[src/rtl/seq_alu.sv]
`default_nettype none
// ============================================================================
// Module      : seq_alu
// Description : Registered ALU with a valid/ready handshake on both sides.
//               It accepts one operation at a time. Logic and arithmetic ops
//               complete in one cycle. Shifts run iteratively, one bit per
//               cycle. The result and the {n,z,c,v} flags are held until the
//               consumer accepts them.
//
//               Optional build macro ALU_ROTATE_EN enables ROL (4'b1000) and
//               ROR (4'b1001). Without it both codes are illegal and no rotate
//               logic is built.
//
// Ports       : clk        rising-edge clock
//               rst_n      asynchronous active-low reset
//               in_valid   operands/op valid       in_ready  ready to accept
//               op[3:0]    operation select
//               a[N-1:0]   operand A
//               b[N-1:0]   operand B, or the unsigned shift/rotate amount
//               out_valid  result/flags valid      out_ready consumer accepts
//               result     operation result        flags     {n, z, c, v}
//               err        an illegal op code was accepted
// Revision    : 1.0  initial release
// ============================================================================
module seq_alu #(
    parameter int N = 4
) (
    input  logic         clk,
    input  logic         rst_n,
    input  logic         in_valid,
    output logic         in_ready,
    input  logic [3:0]   op,
    input  logic [N-1:0] a,
    input  logic [N-1:0] b,
    output logic         out_valid,
    input  logic         out_ready,
    output logic [N-1:0] result,
    output logic [3:0]   flags,
    output logic         err
);

    localparam int CW = $clog2(N + 1);

    localparam logic [1:0] c_IDLE  = 2'd0;
    localparam logic [1:0] c_SHIFT = 2'd1;
    localparam logic [1:0] c_DONE  = 2'd2;

    localparam logic [3:0] c_OP_AND = 4'b0000;
    localparam logic [3:0] c_OP_OR  = 4'b0001;
    localparam logic [3:0] c_OP_XOR = 4'b0010;
    localparam logic [3:0] c_OP_ADD = 4'b0011;
    localparam logic [3:0] c_OP_SUB = 4'b0100;
    localparam logic [3:0] c_OP_SHL = 4'b0101;
    localparam logic [3:0] c_OP_SHR = 4'b0110;
    localparam logic [3:0] c_OP_SRA = 4'b0111;
`ifdef ALU_ROTATE_EN
    localparam logic [3:0] c_OP_ROL = 4'b1000;
    localparam logic [3:0] c_OP_ROR = 4'b1001;
`endif

    localparam logic [N-1:0]  c_N_B  = N'(N);
    localparam logic [CW-1:0] c_N_CW = CW'(N);
    localparam logic [CW-1:0] c_ONE  = CW'(1);

    logic [1:0]    r_state;
    logic [3:0]    r_op;
    logic [N-1:0]  r_work;
    logic [CW-1:0] r_cnt;
    logic [N-1:0]  r_result;
    logic [3:0]    r_flags;
    logic          r_err;

    logic [N:0]    w_sum;
    logic [N:0]    w_diff;
    logic [N-1:0]  w_res;
    logic          w_c;
    logic          w_v;
    logic          w_err;
    logic          w_is_shift;
    logic [CW-1:0] w_amt;
    logic [N-1:0]  w_next;
    logic          w_out_bit;

    // SUB is computed as a + ~b + 1, so its carry-out means a >= b unsigned.
    assign w_sum  = {1'b0, a} + {1'b0, b};
    assign w_diff = {1'b0, a} + {1'b0, ~b} + (N+1)'(1);

    // Single-cycle ops, evaluated on the operands being presented.
    always_comb begin
        w_res      = '0;
        w_c        = 1'b0;
        w_v        = 1'b0;
        w_err      = 1'b0;
        w_is_shift = 1'b0;
        case (op)
            c_OP_AND: w_res = a & b;
            c_OP_OR:  w_res = a | b;
            c_OP_XOR: w_res = a ^ b;
            c_OP_ADD: begin
                w_res = w_sum[N-1:0];
                w_c   = w_sum[N];
                w_v   = (a[N-1] == b[N-1]) && (w_sum[N-1] != a[N-1]);
            end
            c_OP_SUB: begin
                w_res = w_diff[N-1:0];
                w_c   = w_diff[N];
                w_v   = (a[N-1] != b[N-1]) && (w_diff[N-1] != a[N-1]);
            end
            c_OP_SHL, c_OP_SHR, c_OP_SRA: w_is_shift = 1'b1;
`ifdef ALU_ROTATE_EN
            c_OP_ROL, c_OP_ROR:           w_is_shift = 1'b1;
`endif
            default:  w_err = 1'b1;
        endcase
    end

    // Iteration count: shifts saturate at N steps; rotates use b mod N.
    always_comb begin
        w_amt = (b >= c_N_B) ? c_N_CW : CW'(b);
`ifdef ALU_ROTATE_EN
        if (op[3]) begin
            w_amt = CW'(b % c_N_B);
        end
`endif
    end

    // One step of the iterative shifter and the bit that falls out of it.
    always_comb begin
        w_next    = r_work;
        w_out_bit = 1'b0;
        case (r_op)
            c_OP_SHL: begin
                w_next    = {r_work[N-2:0], 1'b0};
                w_out_bit = r_work[N-1];
            end
            c_OP_SHR: begin
                w_next    = {1'b0, r_work[N-1:1]};
                w_out_bit = r_work[0];
            end
            c_OP_SRA: begin
                w_next    = {r_work[N-1], r_work[N-1:1]};
                w_out_bit = r_work[0];
            end
`ifdef ALU_ROTATE_EN
            c_OP_ROL: begin
                w_next    = {r_work[N-2:0], r_work[N-1]};
                w_out_bit = r_work[N-1];
            end
            c_OP_ROR: begin
                w_next    = {r_work[0], r_work[N-1:1]};
                w_out_bit = r_work[0];
            end
`endif
            default: begin
                w_next    = r_work;
                w_out_bit = 1'b0;
            end
        endcase
    end

    always_ff @(posedge clk or negedge rst_n) begin
        if (!rst_n) begin
            r_state  <= c_IDLE;
            r_op     <= '0;
            r_work   <= '0;
            r_cnt    <= '0;
            r_result <= '0;
            r_flags  <= '0;
            r_err    <= 1'b0;
        end else begin
            case (r_state)
                c_IDLE: begin
                    if (in_valid) begin
                        r_op  <= op;
                        r_err <= w_err;
                        if (w_is_shift) begin
                            r_work <= a;
                            r_cnt  <= w_amt;
                            if (w_amt == '0) begin
                                // Zero-count shift/rotate passes a through with c=0.
                                r_result <= a;
                                r_flags  <= {a[N-1], (a == '0), 2'b00};
                                r_state  <= c_DONE;
                            end else begin
                                r_state  <= c_SHIFT;
                            end
                        end else begin
                            // Illegal codes leave w_res/w_c/w_v at 0, so every flag is 0.
                            r_result <= w_res;
                            r_flags  <= {w_res[N-1], (w_res == '0) & ~w_err, w_c, w_v};
                            r_state  <= c_DONE;
                        end
                    end
                end
                c_SHIFT: begin
                    r_work <= w_next;
                    r_cnt  <= r_cnt - c_ONE;
                    if (r_cnt == c_ONE) begin
                        r_result <= w_next;
                        r_flags  <= {w_next[N-1], (w_next == '0), w_out_bit, 1'b0};
                        r_state  <= c_DONE;
                    end
                end
                c_DONE: begin
                    if (out_ready) begin
                        r_state <= c_IDLE;
                    end
                end
                default: r_state <= c_IDLE;
            endcase
        end
    end

    assign in_ready  = (r_state == c_IDLE);
    assign out_valid = (r_state == c_DONE);
    assign result    = r_result;
    assign flags     = r_flags;
    assign err       = r_err;

endmodule
`default_nettype wire

[config.mk]
export PLATFORM = sky130hd
export DESIGN_NAME = seq_alu
export DESIGN_NICKNAME = d
export VERILOG_FILES = /design/src/rtl/seq_alu.sv
export SDC_FILE = /design/constraint.sdc
export NUM_CORES = 1
export LEC_CHECK = 0
export ABC_AREA = 1
export CORE_ASPECT_RATIO = 1.2
export CORE_UTILIZATION = 57
export CTS_CLUSTER_DIAMETER = 200
export DETAILED_ROUTE_END_ITERATION = 16
export DONT_BUFFER_PORTS = 1
export PLACE_DENSITY = 0.72
export SYNTH_ARGS = -nofsm -noshare
export SYNTH_HDL_FRONTEND = slang
export SYNTH_SLANG_ARGS = --single-unit
[constraint.sdc]
create_clock -name clk -period 1.5 [get_ports clk]
set_clock_uncertainty 0.15 [all_clocks]
set_input_delay 0.45 -clock clk [delete_from_list [all_inputs] [get_ports clk]]
set_output_delay 0.45 -clock clk [all_outputs]
set_load 0.005 [all_outputs]
# == After elaboration in Yosys (flattened, before gate mapping) ==
# Index checks and enable logic that the tools add are counted.
# Widths: inputs -> output; s select.
# totals
ff_bits,22
input_bits,16
word_cells,85
# op_classes
n_eq_ne,22
bitwise,5
mux,30
n_addsub,4
n_lt_le_gt_ge,1
reduce_logical,16
# op_table
op,count
$mux 4,10
$eq 4x3->1 const B,7
$pmux 4 s2,3
$pmux 4 s5,1
$logic_not 4->1,4
$pmux 4 s3,1
$add 4x4->5,2
$mux 2,5
$mux 3,3
$eq 4x2->1 const B,2
$reduce_or 8->1,1
$pmux 1 s2,3
$pmux 2 s3,1
$pmux 3 s2,1
$reduce_and 3->1,2
$add 5x1->5 const B,1
$and 4x4->4,1
$eq 4x1->1 const B,1
$ge 4x3->1 const B,1
$ne 2x1->1 const B,2
$ne 2x2->1 const B,2
$not 4->4,1
$or 4x4->4,1
$reduce_and 4->1,1
other kinds (17),21

# == Logic depth before layout (Yosys ltp) ==
# depth
depth_word,9
depth_mapped,15

# == Least setup slack after synthesis ==
# Ideal clock, no wire load.
# synth_timing
kind,input to register
start,input port a[0]
end,"register r_flags[2], in the netlist flags[2]"
t_arrival_ns,1.801
cell_stages,13
t_required_ns,1.273
setup_slack_ns,-0.528
setup_ns,0.077
path_cell_list,inv_1 ha_1 fa_1 inv_1 nand2_1 nand2_1 nor2_1 nand2_1 nor2_1 nand2_1 nand2_1 nand2_1 a21oi_1
# synth_via
elab_chain_cells,8
word_cells_on_any_way,14
classes_between,add/sub: 3; mux: 5; bitwise: 4; reduce/logical: 2
# synth_rtl
item,line,source
"start, declared",33,"input logic [N-1:0] a,"
$add 4x4->5,86,"assign w_diff = {1'b0, a} + {1'b0, ~b} + (N+1)'(1);"
$add 5x1->5,86,
$pmux 4 s5,95,case (op)
$logic_not 4->1,190,"r_flags <= {w_res[N-1], (w_res == '0) & ~w_err, w_c, w_v};"
$and 1x1->1,190,
$mux 4 (*),176,if (w_is_shift) begin
$mux 4 (*),173,if (in_valid) begin
$pmux 4 s2 (*),171,case (r_state)
"end signal, assigned",182,"r_flags <= {a[N-1], (a == '0), 2'b00};"
"end signal, assigned",190,
"end signal, assigned",200,"r_flags <= {w_next[N-1], (w_next == '0), w_out_bit, 1'b0};"
"end, declared",70,logic [3:0] r_flags;
# Every way passes the cells marked *; elsewhere a longest branch is shown, timed or not. The select of a mux whose other input is x is not followed.
# A chain may end at the register's enable or synchronous reset.

# == Worst setup path after layout ==
# Same ends and word-level chain as after synthesis.

==> metrics.yaml <==
run_status:
  status: "finished, violations left"
  violations: "negative setup slack"
detailed_routing:
  top_layer: "met4"
  drt_first_iter_violations: 185
  ant_nets: 0
  firstDrtPassIters: 5
  wl_met3_um: 719
  wl_um: 7180
  route.detailed.wl_per_inst_um: 20.5
  drcViolationCount: 0
  vias: 2266
  dr_wl_met2_um: 3500
  met1Wirelength_um: 2340
  via_per_inst: 6.47
synthesis:
  synth_top_area_cell: "dfrtp_1"
  synth-seq-area-share: 0.293
  ys_ff_latch: 21
  synth.distinct_cells: 32
  synth_area_leaders: "dfrtp_1 29%, nand2_1 12%, ha_1 9.8%"
  syn_inst: 258
  synth_area_sq_um: 1790
  synth-warning-count: 0
  synth_fp_nets: 290
  yosysTopAreaCellShare: 0.293
  avgSynthCellArea_sq_um: 6.94
worst_hold_path:
  hold_path.class: "input port to register"
grt:
  grt_max_degree: 22
  grtUsageTotal: 0.327
  grt_pass1_wl_um: 8250
  gr-total-overflow: 0
  antenna_found_initial: 0
  grt_pass1_vias: 1919
sta:
  tns_ns: -3.37
  setup-violations-final: 22
  drv_slew: 0
  fmax_ghz: 0.542
  layout_setup_ws_ns: -0.344
  worstMarginPinSlew_ns: 0.976
  fin_crit_sh: 1.23
  slew_headroom: 0.349
  hold_viol: 0
  layout_min_cycle_time_ns: 1.84
  rsz0062_at_grt: "true"
  finalHoldWorstSlack_ns: 0.0648
setup_path:
  arrival_ns: 1.96
  critPathCaptureType: "register"
  path_max_fanout: 2
  crit_type: "input port to register"
  cp.required_ns: 1.61
  critPathLaunchType: "input port"
floorplanning:
  dieArea_sq_um: 3370
  core_sq_um: 2890
  initial_core_util: 0.620
  die_w_um: 53.2
  rows: 21
  die_h_um: 63.4
  ioPinCount: 27
clock_network:
  clk_root_buffer_cell: "clkbuf_4"
  cts.sink_count: 21
  cts.clk_slew.worst_paths_ns: 0.14
  clockBufferDepth: 2
  clkLatencyLatePin_ns: 0.33
  ctsHtreeMaxLevel: 1
  cts_buffers: 3
  cts_tree: "built"
cells_and_area:
  utilization: 0.933
  seqCellArea_sq_um: 528
  fin_nets: 349
  final_cells: 350
  antenna_cells: 0
  drive_gt1_frac: 0.453
  area_delta_synth_final_pct: 50.6
  nFillCells: 110
  multiInputGateArea_sq_um: 1430
power:
  ir_worst_vdd_mv: 1.36
  cellPowerDensity_nw_per_um2: 1600
  p_leak_nw: 1.36
  total_power_w: 0.00431
run:
  max-cap-violations: 0
place:
  io_buffer_count: 0
  gp_congestion: 0.885
  placed_cells: 334
  dp_hpwl_um: 3700
==> worst max-delay path, cell delays in order <==
cell and delay, ns:
ha_4 0.15, fa_2 0.38, xor2_1 0.17, nand2_1 0.08, nand2_1 0.07, nor2_2 0.11, nand2_1 0.08, nor2_1 0.10
nand2_1 0.06, nand2_1 0.08, nand2_1 0.07, a21oi_2 0.15
==> final cells by class <==
type                       instances  share of cell area
timing repair buffer              57               0.182
clock inverter                     1             0.00186
sequential                        21               0.196
multi-input combinational        193               0.530
inverter                          40              0.0640
timing repair inverter             1             0.00232
clock buffer                       3             0.00835
tap                               34              0.0158
==> report_power, final <==
| part | internal, W | switching, W | leakage [nW] |
|---|---|---|---|
| Clock | 0.000100 | 0.000212 | 0.0177 |
| Sequential | 0.000836 | 0.000259 | 0.257 |
| Combinational | 0.00129 | 0.00160 | 1.08 |
==> registers in the layout (all words and copies together) (netlist names) <==
name / cells
r_state: 2
r_op: 4
flags: 3
err: 1
r_cnt: 3
r_work: 4
result: 4
==> metrics by stage <==
step,worst slack (ns),area (sq um)
2_1_floorplan,-0.432,1850
3_3_place_gp,-0.505,2210
3_5_place_dp,-0.577,2210
4_1_cts,-0.181,2330
5_1_grt,-0.470,2700
6_report,-0.344,2700
==> cell usage in the layout (no fill, tap or decap), types with 4 or more instances in the layout <==
cell | netlist | layout
buf_6 | 1 | 10
nand3_1 | 22 | 17
nand2_2 | 0 | 10
ha_1 | 14 | 9
dfrtp_1 | 21 | 19
nand2_4 | 2 | 7
nor2_4 | 1 | 7
buf_4 | 1 | 44
nand3_2 | 1 | 4
nor2_1 | 35 | 29
o21ai_1 | 0 | 6
nand2_1 | 59 | 44
inv_4 | 1 | 4
a21oi_2 | 0 | 6
o21ai_2 | 1 | 6
o21ai_0 | 17 | 5
ha_4 | 0 | 5
o221ai_2 | 0 | 4
inv_2 | 4 | 8
nor2_2 | 5 | 5
inv_1 | 35 | 27
==> cell usage after synthesis <==
cell type  number
nor2_1         35
nand2_1        59
dfrtp_1        21
nand3_1        22
inv_1          35
buf_4           1
or2_2           1
nor2_2          5
or2_1           1
o21ai_2         1
nand3b_1        3
ha_1           14
o22ai_1         4
a31oi_1         3
inv_4           1
inv_2           4
xor2_1          3
nor2_4          1
buf_6           1
buf_2           1
nand4_1         2
o211ai_1        1
nand2_4         2
o31ai_1         1
clkbuf_1        1
o21ai_0        17
a21oi_1         9
nand3_2         1
fa_1            2
o31ai_4         1
nor3_1          1
o221ai_1        4
==> logic make-up after synthesis <==
kind of cell,synth area share
compound gates,0.142
fa+ha+maj,0.120
flops,0.293
simple gates,0.330
buf+inv,0.101
xor+xnor,0.0147
==> routing by layer <==
layer | up-vias | track usage
li1 | 954 | -
met1 | 1048 | 0.388
met2 | 200 | 0.579
met3 | 64 | 0.0362
met4 | 0 | 0.122
met5 | - | 0
==> path summary, 6_finish.rpt <==
path | startpoint | slack, ns | end | cells after the start
max | a[0] | -0.34 | flags[2] | 12
min | op[0] | 0.06 | r_op[0] | 2
max reg2reg | r_state[0] | -0.32 | result[3] | 8
min reg2reg | flags[1] | 0.43 | flags[1] | 2
max in group asynchronous | rst_n | 0.36 | r_state[0] | 1
min in group asynchronous | rst_n | 0.18 | r_op[1] | 1
==> repair_timing <==
| item | 4_1_cts | 5_1_grt |
|---|---|---|
| pin swaps | 11 | 20 |
| setup buffers | 5 | 8 |
| hold buffers | 1 | 0 |
| endpoints found under the hold margin | 21 | 0 |
| endpoints found under the setup margin | 15 | 44 |
| cloned | 0 | 1 |
| resized for setup | 20 | 87 |
Note: power is estimated with default switching activity, not from simulation.
